--- config.mk ---
export PLATFORM = sky130hd
export DESIGN_NAME = l1_dcache_controller_flat
export DESIGN_NICKNAME = d
export VERILOG_FILES = /design/src/rtl/l1_dcache_controller_if.sv /design/src/rtl/l1_dcache_controller.sv /design/src/flat_wrapper.sv
export SDC_FILE = /design/constraint.sdc
export NUM_CORES = 1
export LEC_CHECK = 0
export CORE_MARGIN = 3
export CORE_UTILIZATION = 62
export CTS_CLUSTER_DIAMETER = 120
export DETAILED_ROUTE_END_ITERATION = 16
export DONT_BUFFER_PORTS = 1
export PLACE_DENSITY_LB_ADDON = 0.3
export SYNTH_ARGS = -nofsm -noshare
export SYNTH_HDL_FRONTEND = slang
export SYNTH_SLANG_ARGS = --single-unit
--- constraint.sdc ---
create_clock -name clk -period 3.7 [get_ports clk]
set_input_delay 0.74 -clock clk [delete_from_list [all_inputs] [get_ports clk]]
set_output_delay 0.74 -clock clk [all_outputs]
set_load 0.03 [all_outputs]
--- src/rtl/l1_dcache_controller_if.sv ---
// Signal bundle between the L1 D-cache controller and its core, array and memory neighbours.
// The master view is the controller; the slave view is the surrounding core LSU, arrays and memory.
interface l1_dcache_controller_if #(
    parameter int TAG_W   = 2,
    parameter int INDEX_W = 11,
    parameter int WORD_W  = 3,
    parameter int DATA_W  = 16
);
    localparam int ADDR_W = TAG_W + INDEX_W + WORD_W;

    logic              CoreReq;
    logic              CoreWrite;
    logic [ADDR_W-1:0] CoreAddr;
    logic [DATA_W-1:0] CoreWData;
    logic              CoreReady;
    logic              CoreDone;
    logic [DATA_W-1:0] CoreRData;
    logic              CoreHit;

    logic [INDEX_W-1:0] ArrIndex;
    logic [WORD_W-1:0]  ArrWordSel;
    logic               ArrValid;
    logic               ArrDirty;
    logic [TAG_W-1:0]   ArrTag;
    logic [DATA_W-1:0]  ArrRData;
    logic               ArrWe;
    logic [DATA_W-1:0]  ArrWData;
    logic               ArrMetaWe;
    logic [TAG_W-1:0]   ArrMetaTag;
    logic               ArrMetaValid;
    logic               ArrMetaDirty;

    logic              MemReq;
    logic              MemWrite;
    logic [ADDR_W-1:0] MemAddr;
    logic [DATA_W-1:0] MemWData;
    logic              MemAck;
    logic [DATA_W-1:0] MemRData;

    modport master (
        input  CoreReq, CoreWrite, CoreAddr, CoreWData,
        output CoreReady, CoreDone, CoreRData, CoreHit,
        output ArrIndex, ArrWordSel, ArrWe, ArrWData,
        output ArrMetaWe, ArrMetaTag, ArrMetaValid, ArrMetaDirty,
        input  ArrValid, ArrDirty, ArrTag, ArrRData,
        output MemReq, MemWrite, MemAddr, MemWData,
        input  MemAck, MemRData
    );

    modport slave (
        output CoreReq, CoreWrite, CoreAddr, CoreWData,
        input  CoreReady, CoreDone, CoreRData, CoreHit,
        input  ArrIndex, ArrWordSel, ArrWe, ArrWData,
        input  ArrMetaWe, ArrMetaTag, ArrMetaValid, ArrMetaDirty,
        output ArrValid, ArrDirty, ArrTag, ArrRData,
        input  MemReq, MemWrite, MemAddr, MemWData,
        output MemAck, MemRData
    );
endinterface

--- src/rtl/l1_dcache_controller.sv ---
// Sequencer for a direct-mapped write-back L1 data cache: tag check, dirty victim write-back
// and word-serial refill against externally held, combinationally read cache arrays.
module l1_dcache_controller #(
    parameter int TAG_W   = 2,
    parameter int INDEX_W = 11,
    parameter int WORD_W  = 3,
    parameter int DATA_W  = 16
) (
    input  logic                   clk,
    input  logic                   reset,
    l1_dcache_controller_if.master bus
);
    // state  | meaning
    // IDLE   | ready for a core access; CoreDone of the previous access shows here
    // LOOKUP | tag compare against the latched address
    // WBACK  | stream the dirty victim block to memory, one word per MemAck
    // INVAL  | clear valid/dirty so a partially refilled block never looks valid
    // REFILL | fetch the requested block from memory into the data array
    // UPDATE | install the new tag as valid and clean, then retry the lookup

    localparam int ADDR_W = TAG_W + INDEX_W + WORD_W;
    localparam logic [WORD_W-1:0] LAST_WORD = '1;

    typedef enum logic [2:0] {
        IDLE   = 3'd0,
        LOOKUP = 3'd1,
        WBACK  = 3'd2,
        INVAL  = 3'd3,
        REFILL = 3'd4,
        UPDATE = 3'd5
    } state_t;

    state_t             state, stateNext;
    logic [WORD_W-1:0]  cnt, cntNext;

    logic               reqWrite;
    logic [TAG_W-1:0]   reqTag;
    logic [INDEX_W-1:0] reqIndex;
    logic [WORD_W-1:0]  reqWord;
    logic [DATA_W-1:0]  reqWData;
    logic               missFlag;

    logic               coreDone;
    logic               coreHit;
    logic [DATA_W-1:0]  coreRData;

    logic               hit;

    logic [WORD_W-1:0]  arrWordSel;
    logic               arrWe;
    logic [DATA_W-1:0]  arrWData;
    logic               arrMetaWe;
    logic               arrMetaValid;
    logic               arrMetaDirty;
    logic               memReq;
    logic               memWrite;
    logic [ADDR_W-1:0]  memAddr;

    assign hit = bus.ArrValid && (bus.ArrTag == reqTag);

    always_ff @(posedge clk) begin
        if (reset) begin
            state     <= IDLE;
            cnt       <= '0;
            reqWrite  <= 1'b0;
            reqTag    <= '0;
            reqIndex  <= '0;
            reqWord   <= '0;
            reqWData  <= '0;
            missFlag  <= 1'b0;
            coreDone  <= 1'b0;
            coreHit   <= 1'b0;
            coreRData <= '0;
        end else begin
            state    <= stateNext;
            cnt      <= cntNext;
            coreDone <= 1'b0;
            case (state)
                IDLE: begin
                    if (bus.CoreReq) begin
                        reqWrite <= bus.CoreWrite;
                        {reqTag, reqIndex, reqWord} <= bus.CoreAddr;
                        reqWData <= bus.CoreWData;
                        missFlag <= 1'b0;
                    end
                end
                LOOKUP: begin
                    if (hit) begin
                        coreDone <= 1'b1;
                        coreHit  <= ~missFlag;
                        if (!reqWrite) begin
                            coreRData <= bus.ArrRData;
                        end
                    end else begin
                        missFlag <= 1'b1;
                    end
                end
                default: ;
            endcase
        end
    end

    always_comb begin
        stateNext    = state;
        cntNext      = cnt;
        arrWordSel   = reqWord;
        arrWe        = 1'b0;
        arrWData     = reqWData;
        arrMetaWe    = 1'b0;
        arrMetaValid = 1'b0;
        arrMetaDirty = 1'b0;
        memReq       = 1'b0;
        memWrite     = 1'b0;
        memAddr      = {reqTag, reqIndex, cnt};
        case (state)
            IDLE: begin
                if (bus.CoreReq) begin
                    stateNext = LOOKUP;
                end
            end
            LOOKUP: begin
                if (hit) begin
                    stateNext = IDLE;
                    if (reqWrite) begin
                        arrWe        = 1'b1;
                        arrMetaWe    = 1'b1;
                        arrMetaValid = 1'b1;
                        arrMetaDirty = 1'b1;
                    end
                end else begin
                    cntNext   = '0;
                    stateNext = (bus.ArrValid && bus.ArrDirty) ? WBACK : INVAL;
                end
            end
            WBACK: begin
                // Victim tag still sits in the tag array; nothing is rewritten until INVAL.
                arrWordSel = cnt;
                memReq     = 1'b1;
                memWrite   = 1'b1;
                memAddr    = {bus.ArrTag, reqIndex, cnt};
                if (bus.MemAck) begin
                    cntNext = cnt + 1'b1;
                    if (cnt == LAST_WORD) begin
                        stateNext = INVAL;
                    end
                end
            end
            INVAL: begin
                arrMetaWe = 1'b1;
                stateNext = REFILL;
            end
            REFILL: begin
                arrWordSel = cnt;
                memReq     = 1'b1;
                arrWData   = bus.MemRData;
                if (bus.MemAck) begin
                    arrWe   = 1'b1;
                    cntNext = cnt + 1'b1;
                    if (cnt == LAST_WORD) begin
                        stateNext = UPDATE;
                    end
                end
            end
            UPDATE: begin
                arrMetaWe    = 1'b1;
                arrMetaValid = 1'b1;
                stateNext    = LOOKUP;
            end
            default: stateNext = IDLE;
        endcase
    end

    assign bus.CoreReady    = (state == IDLE);
    assign bus.CoreDone     = coreDone;
    assign bus.CoreHit      = coreHit;
    assign bus.CoreRData    = coreRData;

    assign bus.ArrIndex     = reqIndex;
    assign bus.ArrWordSel   = arrWordSel;
    assign bus.ArrWe        = arrWe;
    assign bus.ArrWData     = arrWData;
    assign bus.ArrMetaWe    = arrMetaWe;
    assign bus.ArrMetaTag   = reqTag;
    assign bus.ArrMetaValid = arrMetaValid;
    assign bus.ArrMetaDirty = arrMetaDirty;

    assign bus.MemReq       = memReq;
    assign bus.MemWrite     = memWrite;
    assign bus.MemAddr      = memAddr;
    assign bus.MemWData     = bus.ArrRData;
endmodule

--- src/flat_wrapper.sv ---
// flat-port wrapper written by rule: the top's interface ports become plain ports
module l1_dcache_controller_flat 
#(
    parameter int TAG_W   = 2,
    parameter int INDEX_W = 11,
    parameter int WORD_W  = 3,
    parameter int DATA_W  = 16
)
  (clk, reset, bus_CoreReq, bus_CoreWrite, bus_CoreAddr, bus_CoreWData, bus_CoreReady, bus_CoreDone, bus_CoreRData, bus_CoreHit, bus_ArrIndex, bus_ArrWordSel, bus_ArrWe, bus_ArrWData, bus_ArrMetaWe, bus_ArrMetaTag, bus_ArrMetaValid, bus_ArrMetaDirty, bus_ArrValid, bus_ArrDirty, bus_ArrTag, bus_ArrRData, bus_MemReq, bus_MemWrite, bus_MemAddr, bus_MemWData, bus_MemAck, bus_MemRData);
  l1_dcache_controller_if #(.TAG_W(TAG_W), .INDEX_W(INDEX_W), .WORD_W(WORD_W), .DATA_W(DATA_W)) bus_i ();
  input  logic clk;
  input  logic reset;
  input wire logic [$bits(bus_i.CoreReq)-1:0] bus_CoreReq;
  input wire logic [$bits(bus_i.CoreWrite)-1:0] bus_CoreWrite;
  input wire logic [$bits(bus_i.CoreAddr)-1:0] bus_CoreAddr;
  input wire logic [$bits(bus_i.CoreWData)-1:0] bus_CoreWData;
  output wire logic [$bits(bus_i.CoreReady)-1:0] bus_CoreReady;
  output wire logic [$bits(bus_i.CoreDone)-1:0] bus_CoreDone;
  output wire logic [$bits(bus_i.CoreRData)-1:0] bus_CoreRData;
  output wire logic [$bits(bus_i.CoreHit)-1:0] bus_CoreHit;
  output wire logic [$bits(bus_i.ArrIndex)-1:0] bus_ArrIndex;
  output wire logic [$bits(bus_i.ArrWordSel)-1:0] bus_ArrWordSel;
  output wire logic [$bits(bus_i.ArrWe)-1:0] bus_ArrWe;
  output wire logic [$bits(bus_i.ArrWData)-1:0] bus_ArrWData;
  output wire logic [$bits(bus_i.ArrMetaWe)-1:0] bus_ArrMetaWe;
  output wire logic [$bits(bus_i.ArrMetaTag)-1:0] bus_ArrMetaTag;
  output wire logic [$bits(bus_i.ArrMetaValid)-1:0] bus_ArrMetaValid;
  output wire logic [$bits(bus_i.ArrMetaDirty)-1:0] bus_ArrMetaDirty;
  input wire logic [$bits(bus_i.ArrValid)-1:0] bus_ArrValid;
  input wire logic [$bits(bus_i.ArrDirty)-1:0] bus_ArrDirty;
  input wire logic [$bits(bus_i.ArrTag)-1:0] bus_ArrTag;
  input wire logic [$bits(bus_i.ArrRData)-1:0] bus_ArrRData;
  output wire logic [$bits(bus_i.MemReq)-1:0] bus_MemReq;
  output wire logic [$bits(bus_i.MemWrite)-1:0] bus_MemWrite;
  output wire logic [$bits(bus_i.MemAddr)-1:0] bus_MemAddr;
  output wire logic [$bits(bus_i.MemWData)-1:0] bus_MemWData;
  input wire logic [$bits(bus_i.MemAck)-1:0] bus_MemAck;
  input wire logic [$bits(bus_i.MemRData)-1:0] bus_MemRData;
  assign bus_i.CoreReq = bus_CoreReq;
  assign bus_i.CoreWrite = bus_CoreWrite;
  assign bus_i.CoreAddr = bus_CoreAddr;
  assign bus_i.CoreWData = bus_CoreWData;
  assign bus_CoreReady = bus_i.CoreReady;
  assign bus_CoreDone = bus_i.CoreDone;
  assign bus_CoreRData = bus_i.CoreRData;
  assign bus_CoreHit = bus_i.CoreHit;
  assign bus_ArrIndex = bus_i.ArrIndex;
  assign bus_ArrWordSel = bus_i.ArrWordSel;
  assign bus_ArrWe = bus_i.ArrWe;
  assign bus_ArrWData = bus_i.ArrWData;
  assign bus_ArrMetaWe = bus_i.ArrMetaWe;
  assign bus_ArrMetaTag = bus_i.ArrMetaTag;
  assign bus_ArrMetaValid = bus_i.ArrMetaValid;
  assign bus_ArrMetaDirty = bus_i.ArrMetaDirty;
  assign bus_i.ArrValid = bus_ArrValid;
  assign bus_i.ArrDirty = bus_ArrDirty;
  assign bus_i.ArrTag = bus_ArrTag;
  assign bus_i.ArrRData = bus_ArrRData;
  assign bus_MemReq = bus_i.MemReq;
  assign bus_MemWrite = bus_i.MemWrite;
  assign bus_MemAddr = bus_i.MemAddr;
  assign bus_MemWData = bus_i.MemWData;
  assign bus_i.MemAck = bus_MemAck;
  assign bus_i.MemRData = bus_MemRData;
  l1_dcache_controller #(.TAG_W(TAG_W), .INDEX_W(INDEX_W), .WORD_W(WORD_W), .DATA_W(DATA_W)) u_core (.clk(clk), .reset(reset), .bus(bus_i));
endmodule
# After elaboration in Yosys (flattened, before gate mapping)
# Cells that the tools add are included.
op_classes:
  n_addsub: 1
  n_mul: 0
  n_div: 0
  magnitude_cmp: 0
  n_eq_ne: 14
  n_shift: 0
  mux: 27
  bitwise: 3
  n_reduce_logical: 14
ops:
  columns: ["operator", "count"]
  rows:
  - ["$mux W16", 2]
  - ["$mux W3", 9]
  - ["$pmux W3 S6", 1]
  - ["$mux W1", 10]
  - ["$eq A3 B3 Y1 const B", 3]
  - ["$reduce_and A3 Y1", 3]
  - ["$ne A2 B2 Y1 const B", 4]
  - ["$pmux W1 S2", 4]
  - ["$eq A3 B2 Y1 const B", 2]
  - ["$ne A2 B1 Y1 const B", 3]
  - ["$pmux W3 S2", 1]
  - ["$reduce_or A2 Y1", 3]
  - ["$reduce_and A5 Y1", 1]
  - ["$reduce_and A2 Y1", 2]
  - ["$reduce_bool A2 Y1", 2]
  - ["$add A3 B1 Y3 const B", 1]
  - ["$eq A3 B1 Y1 const B", 1]
  - ["$logic_not A3 Y1", 1]
  - ["$not A1 Y1", 3]
  - ["$eq A2 B2 Y1", 1]
  - ["$logic_and A1 B1 Y1", 2]
word_totals:
  regBits: 58
  latch_bits: 0
  mem_bits_rw: 0
  romBits: 0
  input_bits: 73
  output_inout_bits: 89
  elab_cells: 70
  memories: 0

# Logic depth before layout (Yosys ltp)
# Gate-level depths: netlist of run 1.
depth:
  ltp_word: 4
  mapped_depth: 6
  depth_no_buf: 6

# Worst setup path after synthesis of run 1
# Ideal clock, no wire load.
synth_path:
  kind: "in2out"
  start: "input bus_ArrTag[0]"
  end: "output bus_ArrMetaValid"
  t_arrival_ps: 1679
  t_required_ps: 2960
  setup_slack_ps: 1281
  cell_stages: 3
  path_buffers: 0
  cell_sequence: "xnor2_2 > nand4_1 > a21oi_1"
synth_between:
  elab_chain_cells: 4
synth_rtl:
  columns: ["element", "line_no", "rtl"]
  rows:
  - ["start, declared", "flat_wrapper.sv:31", "input wire logic [$bits(bus_i.ArrTag)-1:0] bus_ArrTag;"]
  - ["$eq A2 B2 Y1", "l1_dcache_controller.sv:59", "assign hit = bus.ArrValid && (bus.ArrTag == reqTag);"]
  - ["$logic_and A1 B1 Y1", "l1_dcache_controller.sv:59", null]
  - ["$mux W1", "l1_dcache_controller.sv:122", "if (hit) begin"]
  - ["$pmux W1 S2", "l1_dcache_controller.sv:115", "case (state)"]
  - ["end, declared", "flat_wrapper.sv:27", "output wire logic [$bits(bus_i.ArrMetaValid)-1:0] bus_ArrMetaValid;"]
# Every way passes these cells.

# Final worst setup path of run 1
layout_path:
  start: "register u_core.state[2]"
  end: "output bus_ArrWData[9]"
layout_between:
  elab_chain_cells: 2
layout_rtl:
  columns: ["element", "line_no", "rtl"]
  rows:
  - ["start, declared", "l1_dcache_controller.sv:33", "state_t state, stateNext;"]
  - ["start signal, assigned", "l1_dcache_controller.sv:75", "state <= stateNext;"]
  - ["$eq A3 B3 Y1", "l1_dcache_controller.sv:115", null]
  - ["$mux W16", "l1_dcache_controller.sv:115", null]
  - ["end, declared", "flat_wrapper.sv:24", "output wire logic [$bits(bus_i.ArrWData)-1:0] bus_ArrWData;"]
# Every way passes these cells.

==> flow_summary_export.csv, run 1 <==
group,metric,value,unit
hold_path,hold_start,"u_core.reqWData[15]$_SDFFE_PP0P_",
power,switchingPower,0.000503,W
die,dieWidth,72.5,um
yosys,post-synth-top-count-cell,"nand2_1",
sta,fin_worst_skew,0.00535,ns
global_routing,grt_overflow,0,
detailed_routing,drc,0,
die,ioPinCount,162,
hold_path,hold_end,"u_core.reqWData[15]$_SDFFE_PP0P_",
critical_path,regToRegSetupSlack,1.67,ns
yosys,yosysTopAreaCell,"dfxtp_1",
detailed_routing,met2_length,2.70,mm
yosys,syn_inst,315,
critical_path,start_kind,"flop",
run_status,outcome,"completed",
power,switching_share,29.1,%
detailed_routing,ant_nets,0,
clocking,cts_max_level,3,
yosys,synth_ff_type,"dfxtp_1",
sta,tns,0,ns
yosys,yosysSeqAreaShare,42.3,%
yosys,synth_area,2740,um^2
global_routing,grt_pass1_vias,1796,
detailed_routing,topRoutingLayerUsed,"met4",
clocking,cts_resized,0,
sta,clock.fmax,318,MHz
global_routing,grt_max_degree,55,
detailed_routing,drtPass1Iterations,4,
power,seq_power_share,44.3,%
clocking,clkSinkCount,58,
hold_path,hold_depth,2,
sta,setup_viol_count_final,0,
placement,gp_congestion,0.790,
yosys,ys_types,37,
sta,holdWs,0.447,ns
critical_path,arrival,2.40,ns
detailed_routing,wl_per_cell,16.5,um
yosys,synth_nets,390,
yosys,synth-seq-cells,58,
finish,drive_gt1_share,16.4,%
yosys,yosysWarnings,0,
placement,numPortBuffers,0,
yosys,synth_top_area_share,42.3,%
placement,place_hpwl,3.97,mm
clocking,path_clk_slew,0.06,ns
yosys,synth-edff-count,0,
critical_path,rr_worst_depth,4,
sta,finalMaxSlewViolations,0,
yosys,async_flop_share,0,%
critical_path,worstSetupPathType,"reg2out",
die,start_util,66.2,%
detailed_routing,viasPerCell,5.77,
finish,fillerInstances,338,
die,dieArea,5260,um^2
clocking,hold_buffers,0,
die,num_rows,23,
finish,area_growth,1.05,%
clocking,cts_root_buffer,"clkbuf_8",
hold_path,hp-class,"reg2reg",
finish,seq_area,1160,um^2
sta,period_needed,3.14,ns
job,maxCapViolations,0,
critical_path,crit_fanout,18,
detailed_routing,vias,1943,
sta,timing.slew.headroom,21.2,%
finish,antennaDiodeCount,0,
detailed_routing,wl_met3,687,um
sta,fin_crit_sh,85.0,%
detailed_routing,first_iter_violations,121,
power,combPwrFrac,14.3,%
critical_path,required,2.96,ns
power,p_per_area,625,nW/um^2
sta,hold_violations,0,
yosys,synth_common_cells,"nand2_1, dfxtp_1, a21oi_1",
sta,grt_setup_unrepaired,"no",
yosys,synthTopCellsByArea,"dfxtp_1, nand2_1, buf_4, mux2_2, a21oi_1",
power,power_frac_clock,41.4,%
detailed_routing,finalWirelength,5.55,mm
finish,fin_nets,357,
power,p_int,0.00123,W
global_routing,antenna_found_initial,0,
clocking,post_cts_buffers,0,
critical_path,worst_r2r_startpoint,"u_core.state[1]$_SDFFE_PP0P_",
critical_path,endpoint_kind,"output port",
clocking,numCtsBuffers,9,
die,die_height,72.5,um
clocking,clk_latency,0.33,ns
power,p_leak,1.17,nW
global_routing,grt_usage,21.5,%
die,fp.coreArea,4140,um^2
power,irDropWorstVdd,0.000350,V
critical_path,r2r_end,"u_core.reqWData[0]$_SDFFE_PP0P_",
global_routing,grt_pass1_wl,8.69,mm
detailed_routing,wl_met1,2.11,mm
yosys,avgSynthCellArea,8.71,um^2
clocking,cts_tree,"yes",
sta,worstMarginPinSlew,1.18,ns
finish,multi_input_area,1280,um^2
clocking,clk_path_buf_depth,2,
## cells in the final DEF (no fill, tap or decap)
| cell type | count |
|---|---|
| a31oi_2 | 1 |
| o21a_1 | 1 |
| buf_4 | 1 |
| ha_1 | 2 |
| and2_1 | 1 |
| nand2b_1 | 2 |
| a22o_1 | 1 |
| mux2_1 | 1 |
| mux2_2 | 20 |
| or3_1 | 1 |
| bufinv_16 | 3 |
| dfxtp_1 | 58 |
| a31o_2 | 1 |
| nand2_1 | 73 |
| nor3_1 | 2 |
| nand4b_1 | 1 |
| o2111ai_1 | 2 |
| nor2b_1 | 2 |
| o21ai_0 | 4 |
| a21o_1 | 1 |
| a21oi_1 | 42 |
| inv_1 | 2 |
| nand3_1 | 2 |
| nor2_1 | 22 |
| nor3_4 | 2 |
| clkinv_2 | 2 |
| xnor2_2 | 2 |
| nor3b_4 | 1 |
| xnor2_1 | 1 |
| nand4_1 | 2 |
| nand4_4 | 1 |
| clkinv_1 | 1 |
| mux2i_1 | 16 |
| clkbuf_8 | 11 |
| or3b_2 | 1 |
| nor2_2 | 1 |
## stage by stage
stage / instance area [um^2] / std cells / power [W] / utilization [%] / worst slack [ns]
after floorplan: 2740 / 315 / 0.00105 / - / 1.28
after global placement: 2520 / 321 / 0.00103 / 60.8 / 0.971
after detailed placement: 2520 / 321 / 0.00103 / 60.8 / 0.900
after CTS: 2770 / 337 / 0.00175 / 66.9 / 0.524
after global routing: 2770 / 337 / 0.00180 / 66.9 / 0.316
final: 2770 / 337 / 0.00173 / 66.9 / 0.556
## metal layers
layer,track usage [%],up-vias
li1,-,959
met1,24.6,870
met2,33.9,108
met3,11.9,6
met4,7.17,0
met5,0,-
## state kept, by name, indices dropped and copies added (netlist names)
signal                 flops
u_core.bus.ArrIndex       11
u_core.bus.ArrMetaTag      2
u_core.bus.CoreDone        1
u_core.bus.CoreHit         1
u_core.bus.CoreRData      16
u_core.cnt                 3
u_core.missFlag            1
u_core.reqWData           16
u_core.reqWord             3
u_core.reqWrite            1
u_core.state               3
## how the worst max path moves through the flow
stage | start | endpoint | slack, ns | cells after the start
after CTS | u_core.state[2]$_SDFFE_PP0P_ | bus_ArrWData[9] | 0.52 | 3
after floorplan | bus_ArrTag[0] | bus_ArrMetaValid | 1.28 | 3
final | u_core.state[2]$_SDFFE_PP0P_ | bus_ArrWData[9] | 0.56 | 3
after global placement | u_core.state[2]$_SDFFE_PP0P_ | bus_ArrWData[9] | 0.97 | 3
after detailed placement | u_core.state[2]$_SDFFE_PP0P_ | bus_ArrWData[9] | 0.90 | 3
after global routing | u_core.state[2]$_SDFFE_PP0P_ | bus_ArrWData[9] | 0.32 | 3
## power by group through the flow
stage	logic, W	registers [W]	clock network, W
5_1_grt	0.000272	0.000774	0.000759
4_1_cts	0.000252	0.000767	0.000736
6_report	0.000248	0.000766	0.000717
2_1_floorplan	0.000313	0.000738	0
3_3_place_gp	0.000248	0.000779	0
3_5_place_dp	0.000252	0.000780	0
## critical path, stage by stage, from the launching register on
cell and delay [ns]:
dfxtp_1 0.61, inv_1 0.18, nor3_4 0.75, mux2_1 0.52
## cells by family after synthesis
group,after synthesis,share of synthesized area (%)
and+or+nand+nor,114,18.8
DFF,58,42.3
AOI/OAI and AO/OA,53,10.7
buffers and inverters,48,11.3
muxes,37,14.5
xor gates and xnor gates,3,1.50
adders and majority gates,2,0.912
## area by class of cell
class | count | area share, %
multi-input cells | 209 | 46.1
clock inverters | 5 | 3.61
repair buffers | 1 | 0.271
inverters | 3 | 0.406
well taps | 50 | 2.26
clock buffers | 11 | 5.46
flip-flops and latches | 58 | 41.9
(Power assumes the default switching activity.)
==> inputs of run 2 (changes only) <==
--- a/config.mk
+++ b/config.mk
@@ -6,7 +6,7 @@
 export NUM_CORES = 1
 export LEC_CHECK = 0
 export CORE_MARGIN = 3
-export CORE_UTILIZATION = 62
+export CORE_UTILIZATION = 56
 export CTS_CLUSTER_DIAMETER = 120
 export DETAILED_ROUTE_END_ITERATION = 16
 export DONT_BUFFER_PORTS = 1
==> constraint.sdc (replaced) <==
create_clock -name clk -period 2.8 [get_ports clk]
set_input_delay 0.56 -clock clk [delete_from_list [all_inputs] [get_ports clk]]
set_output_delay 0.56 -clock clk [all_outputs]
set_load 0.03 [all_outputs]
==> flow_summary_export.csv, run 2 (synthesized netlist as in run 1, its figures left out) <==
group,metric,value,unit
run_status,outcome,"completed",
critical_path,worstSetupPathType,"reg2out",
finish,area_growth,1.87,%
clocking,cts_tree,"yes",
sta,tns,0,ns
critical_path,crit_family,"simple AND/OR/NAND/NOR gates",
detailed_routing,ant_nets,0,
finish,drive_gt1_share,18.0,%
critical_path,crit_buf_inv,0,
detailed_routing,finalWirelength,5.90,mm
placement,gp_congestion,0.834,
finish,fin_area,2800,um^2
sta,clock.fmax,391,MHz
die,dieWidth,76,um
finish,layout_commonest_cell,"nand2_1",
critical_path,crit_fanout,13,
power,p_leak,1.18,nW
sta,worstMarginPinSlew,0.616,ns
critical_path,arrival,2.00,ns
placement,numPortBuffers,0,
finish,multi_input_area,1280,um^2
detailed_routing,viasPerCell,5.60,
finish,fillerInstances,394,
sta,hold_violations,0,
sta,setup_viol_count_final,0,
hold_path,hp-class,"in2reg",
die,num_rows,24,
detailed_routing,drtPass1Iterations,4,
die,dieArea,5780,um^2
critical_path,start_kind,"flop",
die,die_height,76,um
clocking,cts_max_level,3,
placement,dp_cells,344,
finish,final_cell_mix,"nand2_1, dfxtp_1, a21oi_1, nor2_1, mux2_2",
global_routing,grt_overflow,0,
clocking,hold_buffers,0,
clocking,post_cts_buffers,0,
power,p_per_area,734,nW/um^2
critical_path,required,2.24,ns
die,start_util,60.5,%
sta,period_needed,2.56,ns
die,fp.coreArea,4530,um^2
clocking,clkSinkCount,58,
clocking,clk_latency,0.32,ns
sta,fin_crit_sh,91.3,%
sta,finalMaxSlewViolations,0,
detailed_routing,vias,2015,
clocking,path_clk_slew,0.06,ns
finish,fin_nets,365,
detailed_routing,first_iter_violations,111,
finish,seq_area,1160,um^2
sta,fin_worst_skew,0.00625,ns
detailed_routing,drc,0,
global_routing,grt_max_degree,55,
clocking,cts_root_buffer,"clkbuf_8",
critical_path,crit_chain,"or3b_2 -> nor2_1 -> a22o_1",
finish,antennaDiodeCount,0,
placement,place_hpwl,4.22,mm
global_routing,antenna_found_initial,0,
sta,timing.slew.headroom,58.9,%
finish,fin_util,61.6,%
power,irDropWorstVdd,0.000515,V
global_routing,grt_pass1_vias,1971,
clocking,numCtsBuffers,9,
global_routing,grt_pass1_wl,9.65,mm
critical_path,endpoint_kind,"output port",
placement,place_area,2610,um^2
critical_path,cpPeakStageDelay,0.65,ns
clocking,clk_path_buf_depth,2,
critical_path,crit_slowest_cell,"dfxtp_1",
finish,finalNonFillerCells,360,
global_routing,grt_usage,20.4,%
job,maxCapViolations,0,
detailed_routing,wl_per_cell,16.4,um
die,ioPinCount,162,
clocking,cts_resized,0,
sta,grt_setup_unrepaired,"no",
-- run 2: cell count changes in the layout (fill, tap and decap cells not counted), sizes merged --
cell,change
clkbuf,+3
bufinv,-3
buf,+8
-- run 2: per-stage QoR --
step	hold slack, ns	total power (W)	worst slack, ns
after floorplan	0.432	0.00139	0.708
after global placement	0.435	0.00137	0.607
after detailed placement	0.441	0.00138	0.582
after CTS	0.294	0.00208	0.227
after global routing	0.285	0.00215	0.0856
final	0.303	0.00205	0.242
-- run 2: area by class of cell --
cell class / count / area share [%]
multi-input cells: 209 / 45.7
inverters: 3 / 0.403
repair buffers: 9 / 2.86
clock buffers: 14 / 6.18
well taps: 65 / 2.91
clock inverters: 2 / 0.358
flip-flops and latches: 58 / 41.5
-- run 2: worst paths after layout --
path                                                 startpoint                                  end  slack [ns]  cells past startpoint
worst max-delay path               u_core.state[0]$_SDFFE_PP0P_                            bus_ArrWe        0.24                      3
worst min-delay path                                      reset  u_core.bus.ArrIndex[6]$_SDFFE_PP0P_        0.30                      1
worst max register to register     u_core.state[0]$_SDFFE_PP0P_           u_core.cnt[0]$_SDFFE_PP0P_        0.95                      4
worst min register to register  u_core.reqWData[9]$_SDFFE_PP0P_      u_core.reqWData[9]$_SDFFE_PP0P_        0.45                      2
-- run 2: layer usage --
metal  GRT usage (%)  vias to the layer above  share of wire [%]
met5               0                        -                  0
met4            8.88                        0                1.7
met1            23.5                      924                 41
met2            35.2                      106                 49
met3            6.03                       14                8.4
li1                -                      971                  -
-- run 2: power by group --
group | total [W] | internal (W) | leakage, nW | switching, W
Sequential | 0.00101 | 0.000882 | 0.473 | 0.000125
Combinational | 0.000352 | 0.000119 | 0.615 | 0.000233
Clock | 0.000693 | 0.000392 | 0.0965 | 0.000301
